File: config.mk
export PLATFORM = sky130hd
export DESIGN_NAME = adc_timebase_gen
export DESIGN_NICKNAME = d
export VERILOG_FILES = /design/src/rtl/adc_timebase_gen.sv
export SDC_FILE = /design/constraint.sdc
export NUM_CORES = 1
export LEC_CHECK = 0
export ABC_CLOCK_PERIOD_IN_PS = 4330
export CAP_MARGIN = 20
export CORE_ASPECT_RATIO = 1.75
export CORE_MARGIN = 8
export CORE_UTILIZATION = 33
export DETAILED_ROUTE_END_ITERATION = 8
export SYNTH_ARGS = -nofsm -noshare
export SYNTH_HDL_FRONTEND = slang
export SYNTH_SLANG_ARGS = --single-unit
File: constraint.sdc
create_clock -name clk50 -period 4.33 [get_ports clk50]
set_input_delay 0.433 -clock clk50 [delete_from_list [all_inputs] [get_ports clk50]]
set_output_delay 0.433 -clock clk50 [all_outputs]
set_load 0.01 [all_outputs]
File: src/rtl/adc_timebase_gen.sv
// adc_timebase_gen: programmable ADC sample-clock divider (clk50/rst in; enable/start/load/base/custom_en/custom_half/burst_len in; ADC_clk/sample_stb/ratio_ack/busy/done out) with glitch-free ratio change and burst stop
module adc_timebase_gen #(
  parameter int   CNT_W      = 16,
  parameter int   BASE_W     = 4,
  parameter int   LEN_W      = 16,
  parameter logic IDLE_LEVEL = 1'b1
) (
  input  logic              clk50,
  input  logic              rst,
  input  logic              enable,
  input  logic              start,
  input  logic              load,
  input  logic [BASE_W-1:0] base,
  input  logic              custom_en,
  input  logic [CNT_W-1:0]  custom_half,
  input  logic [LEN_W-1:0]  burst_len,
  output logic              ADC_clk,
  output logic              sample_stb,
  output logic              ratio_ack,
  output logic              busy,
  output logic              done
);
  typedef enum logic [1:0] {IDLE, RUN, STOPPING} state_t;
  state_t state_q, state_d;
  logic [CNT_W-1:0] cnt_q, cnt_d, h_q, h_d, ph_q, ph_d, h_in, h_pow;
  logic [LEN_W-1:0] n_q, n_d, len_q, len_d;
  logic pend_q, pend_d, adc_q, adc_d, stb_q, stb_d, ack_q, ack_d;
  logic busy_q, busy_d, done_q, done_d, bst_q, bst_d;
  logic go, wrap, rise, fall, last, apply_load, apply_pend;
  assign go = start & enable;
  assign wrap = (state_q != IDLE) && (cnt_q == h_q - CNT_W'(1));
  assign rise = wrap & ~adc_q & (state_q == RUN);
  assign fall = wrap & adc_q;
  assign last = (len_q != '0) && (n_q + LEN_W'(1) == len_q);
  assign h_pow = (int'(base) > CNT_W - 2) ? '1 : CNT_W'(2) << base;
  assign h_in = custom_en ? ((custom_half == '0) ? CNT_W'(1) : custom_half) : h_pow;
  assign apply_load = load & fall;
  assign apply_pend = pend_q & ~apply_load & ((state_q == IDLE) | fall);
  always_ff @(posedge clk50 or posedge rst)
    if (rst) begin
      state_q <= IDLE;
      cnt_q   <= '0;
      h_q     <= CNT_W'(2);
      ph_q    <= CNT_W'(2);
      n_q     <= '0;
      len_q   <= '0;
      pend_q  <= 1'b0;
      adc_q   <= IDLE_LEVEL;
      stb_q   <= 1'b0;
      ack_q   <= 1'b0;
      busy_q  <= 1'b0;
      done_q  <= 1'b0;
      bst_q   <= 1'b0;
    end else begin
      state_q <= state_d;
      cnt_q   <= cnt_d;
      h_q     <= h_d;
      ph_q    <= ph_d;
      n_q     <= n_d;
      len_q   <= len_d;
      pend_q  <= pend_d;
      adc_q   <= adc_d;
      stb_q   <= stb_d;
      ack_q   <= ack_d;
      busy_q  <= busy_d;
      done_q  <= done_d;
      bst_q   <= bst_d;
    end
  always_comb
    state_d = (state_q == IDLE) ? (go ? RUN : IDLE) :
              (state_q == RUN)  ? ((!enable || (rise && last)) ? STOPPING : RUN) :
              (wrap ? IDLE : STOPPING);
  always_comb begin
    cnt_d  = ((state_q == IDLE) || wrap) ? '0 : cnt_q + CNT_W'(1);
    adc_d  = (state_q == IDLE) ? (go ? 1'b0 : IDLE_LEVEL) :
             (state_q == STOPPING && wrap) ? IDLE_LEVEL : adc_q ^ wrap;
    stb_d  = rise;
    n_d    = (state_q == IDLE) ? '0 : rise ? n_q + LEN_W'(1) : n_q;
    len_d  = (state_q == IDLE && go) ? burst_len : len_q;
    busy_d = state_d != IDLE;
    bst_d  = (state_q == IDLE) ? 1'b0 : bst_q | (rise & last);
    done_d = (state_q == STOPPING) & wrap & bst_q;
    h_d    = apply_load ? h_in : apply_pend ? ph_q : h_q;
    ph_d   = load ? h_in : ph_q;
    pend_d = (load & ~apply_load) | (pend_q & ~apply_pend & ~apply_load);
    ack_d  = apply_load | apply_pend;
  end
  assign ADC_clk    = adc_q;
  assign sample_stb = stb_q;
  assign ratio_ack  = ack_q;
  assign busy       = busy_q;
  assign done       = done_q;
endmodule

==> results of run 1 <==
==> state kept, by name, indices dropped and copies added, names as in the netlist <==
register and count:
ADC_clk 1, bst_q 1, busy 1, cnt_q 16, done 1, h_q 16
len_q 16, n_q 16, pend_q 1, ph_q 16, ratio_ack 1, sample_stb 1
state_q 2
==> metrics by stage <==
stage | util | instance area [sq um] | worst slack [ns] | total power (uW) | cells
after floorplan | - | 5350 | 0.535 | 2170 | 580
after global placement | 0.375 | 5960 | 0.558 | 2460 | 787
after detailed placement | 0.375 | 5960 | 0.434 | 2490 | 787
after CTS | 0.393 | 6230 | 0.398 | 3250 | 803
after global routing | 0.393 | 6230 | 0.0228 | 3450 | 803
final | 0.393 | 6230 | 0.377 | 3210 | 803
==> cells by family (layout without fill, tap and decap cells) <==
kind of cell / after synthesis / after routing / share of synthesized area
compound gates: 126 / 126 / 0.151
fa+ha+maj: 5 / 5 / 0.0117
mux: 38 / 38 / 0.0788
simple gates: 216 / 216 / 0.211
xor+xnor: 55 / 55 / 0.0901
flops: 89 / 89 / 0.417
buf+inv: 51 / 85 / 0.0402
==> final cells by class <==
| cell class | count | area [sq um] | share of cell area |
|---|---|---|---|
| Tap cell | 189 | 236 | 0.0379 |
| Clock buffer | 10 | 229 | 0.0367 |
| Timing Repair Buffer | 56 | 536 | 0.0859 |
| Sequential cell | 89 | 2230 | 0.358 |
| Inverter | 13 | 50.0 | 0.00803 |
| Multi-Input combinational cell | 440 | 2900 | 0.466 |
| Clock inverter | 6 | 50.0 | 0.00803 |
==> Yosys cell counts, drive strengths merged (7+ instances only) <==
master	count	share of area
nor4	12	0.020
nor2	45	0.032
nand3	17	0.016
and3	9	0.011
o21ai	47	0.044
nand2	54	0.038
nand4	15	0.018
o31ai	7	0.0098
clkbuf	29	0.020
xor2	16	0.026
inv	12	0.0084
a21oi	32	0.030
mux2	33	0.069
xnor2	39	0.064
buf	9	0.011
nor3	30	0.028
dfrtp	86	0.40
==> per-layer routing <==
metal	track usage	vias to the layer above	wire, um
li1	-	2152	-
met1	0.135	2134	5070
met2	0.270	77	7780
met3	0.0242	43	324
met4	0.0841	0	678
met5	0	-	0
==> path summary, 6_finish.rpt <==
path | startpoint | end | slack, ns | cells past startpoint
max | h_q[0] | state_q[0] | 0.38 | 15
min in group clk50 | ph_q[12] | ph_q[12] | 0.52 | 2
min | rst | done | 0.46 | 2
max reg2reg | h_q[0] | state_q[0] | 0.38 | 15
max in group asynchronous | rst | ph_q[1] | 2.95 | 3
min reg2reg | ph_q[12] | ph_q[12] | 0.52 | 2
==> power by group through the flow <==
stage          sequential [uW]  clock (uW)  combinational [uW]
4_1_cts                   1370         772                1110
5_1_grt                   1400         800                1240
3_3_place_gp              1380           0                1080
6_report                  1360         745                1100
3_5_place_dp              1390           0                1100
2_1_floorplan             1240           0                 928
==> results.md, run 1 <==
- Status: finished, final reports clean
- Final Skew: 0.0142 ns
- Fin Setup TNS: 0 ns
- Post-route ant nets: 0
- CP Capture Type: register
- DRT Pass-1 Iters: 4
- Sw Share: 0.366
- CTS tree: built
- Largest net degree at the start of global routing: 38
- CTS buffer count: 9
- Critical path's top delay family: compound AO/OA/AOI/OAI gates
- YS warnings: 0
- RSZ-0062 raised after global routing: no
- Clk slew on worst S/H paths: 0.07 ns
- CP arrival: 4.19 ns
- Max incr delay on CP: 0.47 ns
- Pins over their slew limit: 0
- Slew at the pin closest to its max-slew limit: 0.829 ns
- Average wire per standard cell: about 17 um
- Die Y: between 150 and 200 um
- P per Cell Area: 515 nW/um^2
- CTS Hold Bufs: 0
- Crit Path Class: reg -> reg
- Post-CTS resize count: 0
- Initial antenna violation count: 0
- Setup Fix Bufs, Post-CTS: 0
- Critical Path RT: 4.57 ns
- Worst slew margin: 0.446
- Combinational share of power: 0.343
- Site row count: 61
- Most frequent cells in the layout: 86 x dfrtp_1, 54 x nand2_1, 46 x o21ai_0, 46 x clkdlybuf4s50_1, 45 x nor2_1
- Reg power frac: 0.425
- Vias: 4406
- Vias per cell: ~5.5
- Cell internal pwr: 2040 uW
- TritonCTS Sinks: 89
- Avg Synthesized Cell Area: 9.22 sq um
- # fillers: between 1500 and 2000
- Peak supply drop: 0.259 mV
- Core region area: ~16000 sq um
- Synth unique cells: 64
- F_max: 253 MHz
- Post-synthesis register bit count: 89
- Layout Area Growth over Synthesis: 16.6%
- NetSw: about 1200 uW
- Io pins: 47
- CP Launch Type: register
- Width of the die: 112 um
- DRC viols: 0
- P_leak: 0.00246 uW
- Most common cell after layout, fill and taps aside: dfrtp_1
- Post-synth EDFFs: 0
- Gr ovfl total: 0
- Async SR Flop Fraction: 1.00
- DP Wirelength: 10400 um
- Root Buffer: clkbuf_16
- Antenna Cells: 0
- Critical path fanouts, max: 8
- First-pass GRT wire length: about 23000 um
- CP Buf/Inv Count: 2
- Final hold slack: 0.465 ns
- Longest Clk Path Bufs: 2
- Die footprint: ~21000 sq um
- Cells after synthesis: 580
- Total track usage: 0.140
- DR iter-0 viols: 199
- Share of layout cells above drive strength 1: 0.124
- Number of global-route vias before repair: ~4600
- H-Tree Depth: 3
- MaxCap Viol Count: 0
- Port Buffers: 46
- Clk pwr share: 0.232
- Clock latency on the worst-skew pair: 0.35 ns
- Mapped Area: 5350 sq um
- WL final: 13900 um
- GP Congestion: 0.878
- Initial core utilization: 0.337
- # nets final: 656
- Final setup violation count: 0
- Critical-path cell list: inv_1, ha_1, nor3b_2, and4_1, o21ai_0, a2111o_1, a2111oi_4, and2_1, ha_1, nand2_1, clkinv_1, o2111ai_1, a2111oi_2, nand4_1, a31o_2
- Top cell by count, worst path: ha_1
- Register area share after synthesis: 0.417
- Final period util: 0.913
- Top FF cell, synth: dfrtp_1
- CP max-delay cell: nor3b_2
- Hold Path Class: in -> async
- Syn_nets: 627
- Hold Vio Cnt, Final: 0
- Min Tclk post-route: 3.95 ns
(Power assumes the default switching activity.)
==> run 2, diff against run 1 <==
--- a/config.mk
+++ b/config.mk
@@ -6,11 +6,13 @@
 export NUM_CORES = 1
 export LEC_CHECK = 0
 export ABC_CLOCK_PERIOD_IN_PS = 4330
-export CAP_MARGIN = 20
+export CAP_MARGIN = 10
 export CORE_ASPECT_RATIO = 1.75
 export CORE_MARGIN = 8
 export CORE_UTILIZATION = 33
 export DETAILED_ROUTE_END_ITERATION = 8
+export REMOVE_ABC_BUFFERS = 1
+export SKIP_CTS_REPAIR_TIMING = 1
 export SYNTH_ARGS = -nofsm -noshare
 export SYNTH_HDL_FRONTEND = slang
 export SYNTH_SLANG_ARGS = --single-unit
==> run 2 against run 1 <==
Net effect: via count up 1.5%; sequential cell count stayed put; critical path depth unchanged; largest cell class unchanged; highest routed layer unchanged; worst hold slack better by 0.023 ns; die area is the same; core utilization up 0.27 points; clock skew decreased by 0.0062 ns; sequential power barely moved; global-route usage increased by 0.20 points; register-to-register slack improved by 0.03 ns.
==> results.md, run 2 (synthesis gave the netlist of run 1 again) <==
- CP arrival: 4.15 ns
- Pre-CTS WS: 0.365 ns
- Antenna Cells: 0
- MaxCap Viol Count: 0
- DR iter-0 viols: 167
- Cell internal pwr: 2140 uW
- Pins over their slew limit: 0
- Fin util: 0.395
- Layout Area Growth over Synthesis: 17.4%
- Worst reg-to-reg setup slack: 0.41 ns
- Final hold slack: a little under 0.5 ns
- NetSw: 1190 uW
- P_leak: 0.00247 uW
- Final Instance Count excl. Fillers: ~800
- Die Y: about 180 um
- Hold Path Class: in -> async
- Final period util: 0.906
- DRT Pass-1 Iters: 5
- Worst slew margin: 0.408
- CP Launch Type: register
- TritonCTS Sinks: 89
- Post-route ant nets: 0
- DP Wirelength: 10600 um
- Die footprint: roughly 21000 sq um
- Clk slew on worst S/H paths: roughly 0.070 ns
- Placed cell count: 786
- Crit Path Class: reg -> reg
- Site row count: 61
- Gr ovfl total: 0
- Slew at the pin closest to its max-slew limit: approximately 0.9 ns
- Setup crit start: h_q[0]
- Io pins: between 40 and 50
- Number of global-route vias before repair: 4639
- CP Capture Type: register
- RR Endpoint: state_q[0]
- # nets final: 655
- P per Cell Area: 531 nW/um^2
- Average wire per standard cell: about 18 um
- CTS buffer count: 9
- Critical Path RT: 4.56 ns
- Share of layout cells above drive strength 1: 0.124
- Vias per cell: 5.58
- Final Skew: 0.00801 ns
- Most common cell after layout, fill and taps aside: dfrtp_1
- Min Tclk post-route: 3.92 ns
- Clock latency on the worst-skew pair: 0.34 ns
- Vias: 4471
- # fillers: 1579
- Total track usage: 0.142
- Status: finished, final reports clean
- H-Tree Depth: 3
- Worst Reg-to-Reg Cells: 15
- Peak supply drop: 0.300 mV
- Setup WS post-layout: 0.408 ns
- First-pass GRT wire length: 23400 um
- FF-to-FF Start: h_q[0]
- Largest net degree at the start of global routing: 40
- Reg power frac: 0.412
- Combinational share of power: 0.337
- Register Area: 2230 sq um
- Longest Clk Path Bufs: 2
- Root Buffer: clkbuf_16
- Final setup violation count: 0
- Initial core utilization: 0.337
- Width of the die: 112 um
- F_max: 255 MHz
- RSZ-0062 raised after global routing: no
- Core region area: 15900 sq um
- DRC viols: 0
- GP Congestion: around 0.85
- Most frequent cells in the layout: 86 x dfrtp_1, 54 x nand2_1, 46 x o21ai_0, 46 x clkdlybuf4s50_1, 45 x nor2_1
- WL final: 14200 um
- CTS tree: built
- Clk pwr share: 0.251
- Initial antenna violation count: 0
- Critical path fanouts, max: 8
- Multi-input logic area: 2920 sq um
- Sw Share: 0.356
- Port Buffers: between 40 and 50
- End point of the critical path: state_q[0]
- Hold Vio Cnt, Final: 0
## run 2: layout make-up
| class | count | share of cell area |
|---|---|---|
| clock buffers | 9 | 0.0359 |
| clock inverters | 6 | 0.0146 |
| inverters | 13 | 0.00797 |
| multi-input cells | 440 | 0.464 |
| flip-flops and latches | 89 | 0.355 |
| well taps | 189 | 0.0377 |
| repair buffers | 55 | 0.0841 |
## run 2: layer usage
| layer | global-route usage | routed length (um) |
|---|---|---|
| met1 | 0.130 | 4920 |
| met5 | 0 | 0 |
| met4 | 0.0928 | 719 |
| met2 | 0.281 | 8190 |
| met3 | 0.0229 | 397 |
## run 2: worst min path at each step
stage,start,endpoint,slack [ns],cells past startpoint
finish,rst,len_q[15],0.49,2
global route,rst,busy,0.54,2
CTS,rst,busy,0.49,2
detailed placement,ph_q[10],ph_q[10],0.51,2
global placement,pend_q,pend_q,0.50,2
floorplan,n_q[15],n_q[15],0.47,1
## run 2: stage by stage
stage                     TNS [ns]  total power [uW]  cell area [sq um]
after global placement           0              2460               5950
final                            0              3330               6280
after global routing             0              3550               6280
after floorplan             -0.113              2130               5180
after CTS                        0              3350               6260
after detailed placement         0              2500               5950
## run 2: critical path: stages (launching register included)
cell and delay [ns]:
dfrtp_1 0.44, inv_1 0.08, ha_1 0.26, nor3b_4 0.38, and4_1 0.26, o21ai_0 0.09, a2111o_1 0.46, a2111oi_4 0.30
and2_1 0.20, ha_1 0.19, nand2_1 0.09, clkinv_1 0.07, o2111ai_1 0.11, a2111oi_2 0.40, nand4_1 0.19, a31o_2 0.28
## run 2: power by group through the flow
stage                     combinational (uW)  clock [uW]  sequential [uW]
final                                   1120         836             1370
after global placement                  1080           0             1380
after detailed placement                1110           0             1390
after global routing                    1250         893             1410
after CTS                               1120         858             1370
after floorplan                          849           0             1280
==> run 3, diff against run 2 <==
--- a/config.mk
+++ b/config.mk
@@ -6,7 +6,6 @@
 export NUM_CORES = 1
 export LEC_CHECK = 0
 export ABC_CLOCK_PERIOD_IN_PS = 4330
-export CAP_MARGIN = 10
 export CORE_ASPECT_RATIO = 1.75
 export CORE_MARGIN = 8
 export CORE_UTILIZATION = 33
==> results of run 3 <==
Final layout, timing and power as in run 2 (identical DEF).
